<file path="config.mk">
export PLATFORM = sky130hd
export DESIGN_NAME = lc3_mem_if
export DESIGN_NICKNAME = d
export VERILOG_FILES = /design/src/rtl/lc3_pkg.sv /design/src/rtl/lc3_mem_watchdog.sv /design/src/rtl/lc3_mem_if.sv
export SDC_FILE = /design/constraint.sdc
export NUM_CORES = 1
export LEC_CHECK = 0
export CAP_MARGIN = 20
export CORE_UTILIZATION = 43
export CTS_BUF_LIST = sky130_fd_sc_hd__clkbuf_16
export CTS_CLUSTER_DIAMETER = 80
export DETAILED_ROUTE_END_ITERATION = 8
export PLACE_DENSITY = 0.95
export SYNTH_ARGS = -nofsm -noshare
export SYNTH_HDL_FRONTEND = slang
export SYNTH_SLANG_ARGS = --single-unit
export TNS_END_PERCENT = 20
</file>
<file path="constraint.sdc">
create_clock -name clk -period 2.78 [get_ports clk]
set_input_delay 0.417 -clock clk [delete_from_list [all_inputs] [get_ports clk]]
set_output_delay 0.417 -clock clk [all_outputs]
set_load 0.01 [all_outputs]
</file>
<file path="src/rtl/lc3_pkg.sv">
// lc3_pkg: widths and memory-interface state encoding shared across the LC-3 slice.
package lc3_pkg;
    localparam int LC3_ADDR_W = 16;
    localparam int LC3_DATA_W = 16;
    typedef enum logic [1:0] {
        IDLE  = 2'd0,
        READ  = 2'd1,
        WRITE = 2'd2,
        ERR   = 2'd3
    } mem_state_t;
endpackage

</file>
<file path="src/rtl/lc3_mem_watchdog.sv">
// lc3_mem_watchdog: saturating wait counter; expired flags the wait that reaches TIMEOUT.
module lc3_mem_watchdog #(
    parameter int TIMEOUT = 255
) (
    input  logic clk,
    input  logic reset,
    input  logic clear,
    input  logic inc,
    output logic expired
);
    localparam int CW = (TIMEOUT > 0) ? $clog2(TIMEOUT + 1) : 1;
    logic [CW-1:0] r_cnt;
    always_ff @(posedge clk) begin
        if (reset || clear) r_cnt <= '0;
        else if (inc && r_cnt != CW'(TIMEOUT)) r_cnt <= r_cnt + 1'b1;
    end
    // Fires on the wait whose increment would make the count equal TIMEOUT.
    assign expired = (TIMEOUT != 0) && inc && (r_cnt == CW'(TIMEOUT - 1));
endmodule

</file>
<file path="src/rtl/lc3_mem_if.sv">
// lc3_mem_if: MAR/MDR owner that turns control-FSM strobes into a req/ack memory
// handshake, freezing the FSM via enable while an access is outstanding.
module lc3_mem_if
    import lc3_pkg::*;
#(
    parameter int ADDR_W  = LC3_ADDR_W,
    parameter int DATA_W  = LC3_DATA_W,
    parameter int TIMEOUT = 255
) (
    input  logic              clk,
    input  logic              reset,
    input  logic              ldMAR,
    input  logic              ldMDR,
    input  logic              selMDR,
    input  logic              memWE,
    input  logic [DATA_W-1:0] bus_in,
    output logic [ADDR_W-1:0] mar,
    output logic [DATA_W-1:0] mdr,
    output logic              enable,
    output logic              mem_req,
    output logic              mem_we,
    output logic [ADDR_W-1:0] mem_addr,
    output logic [DATA_W-1:0] mem_wdata,
    input  logic [DATA_W-1:0] mem_rdata,
    input  logic              mem_ack,
    output logic              mem_err
);
    mem_state_t        r_state, w_next;
    logic [ADDR_W-1:0] r_mar;
    logic [DATA_W-1:0] r_mdr;
    logic              w_idle, w_busy, w_expired;

    assign w_idle = (r_state == IDLE);
    assign w_busy = (r_state == READ) || (r_state == WRITE);

    lc3_mem_watchdog #(.TIMEOUT(TIMEOUT)) u_wdog (
        .clk     (clk),
        .reset   (reset),
        .clear   (!w_busy),
        .inc     (w_busy && !mem_ack),
        .expired (w_expired)
    );

    always_ff @(posedge clk) begin
        r_state <= reset ? IDLE : w_next;
    end

    always_comb begin
        w_next = r_state;
        if (w_idle)
            w_next = (ldMDR && selMDR && memWE) ? ERR :
                     (ldMDR && selMDR)          ? READ :
                     memWE                      ? WRITE : IDLE;
        else if (w_busy)
            w_next = mem_ack ? IDLE : w_expired ? ERR : r_state;
    end

    always_comb begin
        enable    = w_idle;
        mem_req   = w_busy;
        mem_we    = (r_state == WRITE);
        mem_err   = (r_state == ERR);
        mar       = r_mar;
        mdr       = r_mdr;
        mem_addr  = r_mar;
        mem_wdata = r_mdr;
    end

    // A direct MDR load and a write in the same cycle land before the write is issued.
    always_ff @(posedge clk) begin
        if (reset) begin
            r_mar <= '0;
            r_mdr <= '0;
        end else begin
            if (w_idle && ldMAR) r_mar <= ADDR_W'(bus_in);
            if (w_idle && ldMDR && !selMDR) r_mdr <= bus_in;
            else if (r_state == READ && mem_ack) r_mdr <= mem_rdata;
        end
    end
endmodule

</file>
==> reports/results.ini <==
[outcome]
status=finished clean

[drt]
ant_nets=0
drc_errors=0
first_iter_violations=127
drt-pass1-iter-count=4
wl_per_cell_microns=14.3
num_vias=2041
wirelength_mm=5.73
routed_via_density=5.10

[clocking]
cts_tree=done
cts_root_buf=clkbuf_16
htreeDepth=2
postCtsSetupRepairBufs=0
cts_hold_buf=0
cts.sinks=42
numCtsBuffers=5
cts_buffer_depth=2
clk_pin_slew_ps=60
clkLatencyLatePin_ps=280
cts_resized=0

[critical_path]
crit_buf_inv=2
worstPathMaxFanout=8
worstSetupEndpointType=output pin
setup.worst_path.start=r_state[0]$_SDFFE_PP0P_
crit_end=mem_req
worst-path-stages=3
regToRegSetupSlack_ps=990
cp_top_family=buffers and inverters
worst_setup_path_start_kind=flip-flop
cpMaxStageDelayCell=clkdlybuf4s50_1
arrival_ps=1740
timing.rr.end=u_wdog.r_cnt[6]$_SDFFE_PP0P_
r2r_cells=5
r2r-start=r_state[0]$_SDFFE_PP0P_
path_class=flip-flop to output pin
crit_chain=inv_1, ha_1, clkdlybuf4s50_1
cpPeakStageDelay_ps=580
worst_ep_required_time_ps=2360

[yosys]
ys_ff_latch=42
syn-instance-count=262
seq_area_frac_synth_pct=39.7
synthesis.nets=307
async_flop_share_pct=0
syn_area_per_cell_sq_um=8.09
synthFlopType=dfxtp_1
syn-cell-area_sq_um=2120
synth_warnings=0
synth-edff-count=0
yosysUniqueCellTypes=32

[finish]
drive_gt1_share_pct=4.20
nFillCells=381
syn2layout_area_growth_pct=48.0
utilization_pct=66.4
regArea_sq_um=841
antenna_cells=0
nNetsFinal=377
multi_input_area_sq_um=946
fin_cells=400

[pwr]
p_comb_share_pct=30.2
pwr-share-clk_pct=31.5
p_per_area_nw_per_um2=585
intPower_mw=1.30
p_sw_mw=0.539
p_leak_nw=1.11
pwr-share-seq_pct=38.3
switching_share_pct=29.4
irDropWorstVdd_mv=0.302

[sta]
final_max_slew_viol_count=0
period_minus_slack_ps=2160
hold_violations=0
setup_tns_ps=0
relSlewSlack_pct=63.4
worst_slew_pin_slew_ps=548
max_freq_ghz=0.463
skew_ps=5.50
setup_violations=0
rsz0062_at_grt=false
finalCritPeriodShare_pct=77.7

[global_routing]
antenna_found_initial=0
grt_usage_pct=22.1
grt_pass1_vias=1803
overflow=0
grt_max_degree=33
grt_pass1_wl_mm=9.00

[die]
initial_utilization_pct=44.9
die_area_sq_um=5210
coreArea_sq_um=4720
die_h_microns=72.2
die_w_microns=72.2
rows=25
ios=107

[min_path]
hold_class=flip-flop to flip-flop
hp-start=mar[4]$_SDFFE_PP0P_

[flow_run]
cap_violations=0

[place]
io_buffer_count=106
dpl.hpwl_mm=4.32
routabilityCongestion=0.863
place_inst=392

metal layers:
metal	GRT usage (%)	wire, microns
met5	0	0
met4	8.28	99
met3	3.06	226
met2	36.0	2860
met1	29.8	2540
cell usage in the layout, fill, tap and decap left out, drive strengths merged:
cell	instances
o41ai	1
a311o	1
a31oi	1
o311ai	1
a41oi	1
nand2	56
clkbuf	5
nor2b	2
o31ai	1
and4	1
a311oi	18
a211oi	7
or2	1
and3	1
buf	5
nor2	18
nand2b	3
or4	1
clkdlybuf4s50	106
nand3b	2
nand4	1
a21o	2
nand3	17
dfxtp	42
and2	2
clkinvlp	2
nand4b	1
mux2i	3
ha	6
inv	6
and4b	1
a21oi	18
how the worst min path moves through the flow:
stage | endpoint | cells after the start
2_1_floorplan | u_wdog.r_cnt[6]$_SDFFE_PP0P_ | 2
3_3_place_gp | mar[15]$_SDFFE_PP0P_ | 2
3_5_place_dp | mar[4]$_SDFFE_PP0P_ | 2
4_1_cts | mar[4]$_SDFFE_PP0P_ | 2
5_1_grt | mar[2]$_SDFFE_PP0P_ | 2
6_report | mar[4]$_SDFFE_PP0P_ | 2
sequential cells by signal, summed over array words and instances, names as in the netlist:
name / flops
mar: 16
mdr: 16
u_wdog.r_cnt: 8
r_state: 2
worst register-to-register path: cells and delay by family, from the launching register on:
kind	cells	cell delay (ps)
buf+inv	1	100
simple gates	2	670
compound gates	1	170
flops	1	360
fa+ha+maj	1	430
Yosys cell counts, drive strengths merged, types with 2 or more instances:
cell,count,area share (%)
and2,2,0.59
nor2,18,3.2
dfxtp,42,40
a311oi,18,7.4
mux2i,3,1.4
buf,38,13
nand3b,2,0.71
a21o,2,0.71
nand3,17,4.0
a21oi,18,4.3
nand2b,3,0.89
clkbuf,10,1.8
ha,6,3.5
nand2,56,9.9
a211oi,7,2.5
inv,5,0.89
nor2b,2,0.59
cell type report:
type / instances / share of cell area (%)
tap: 67 / 2.67
multi-input combinational: 167 / 30.2
timing repair buffer: 111 / 35.0
clock buffer: 5 / 3.99
clock inverter: 3 / 0.758
sequential: 42 / 26.8
inverter: 5 / 0.598
cells by family (layout without fill, tap and decap cells):
kind of cell | count (synthesis) | after routing | synth area share [%]
buffers and inverters | 53 | 124 | 15.7
DFF | 42 | 42 | 39.7
and+or+nand+nor | 107 | 107 | 22.4
AOI/OAI and AO/OA | 51 | 51 | 17.2
adders and majority gates | 6 | 6 | 3.54
muxes | 3 | 3 | 1.42
per-stage QoR:
stage / setup WS [ps] / hold WS, ps / total power [mW] / area (sq um)
2_1_floorplan: 1170 / 456 / 1.02 / 2120
3_3_place_gp: 850 / 455 / 1.26 / 2990
3_5_place_dp: 774 / 461 / 1.27 / 2990
4_1_cts: 611 / 470 / 1.85 / 3140
5_1_grt: 510 / 485 / 1.93 / 3140
6_report: 619 / 468 / 1.84 / 3140
power groups by stage:
stage,Clock [mW],Combinational (mW),Sequential (mW)
floorplan,0,0.282,0.734
global placement,0,0.542,0.715
detailed placement,0,0.557,0.717
CTS,0.585,0.559,0.705
global route,0.621,0.597,0.712
finish,0.578,0.554,0.704
(Power assumes the default switching activity.)
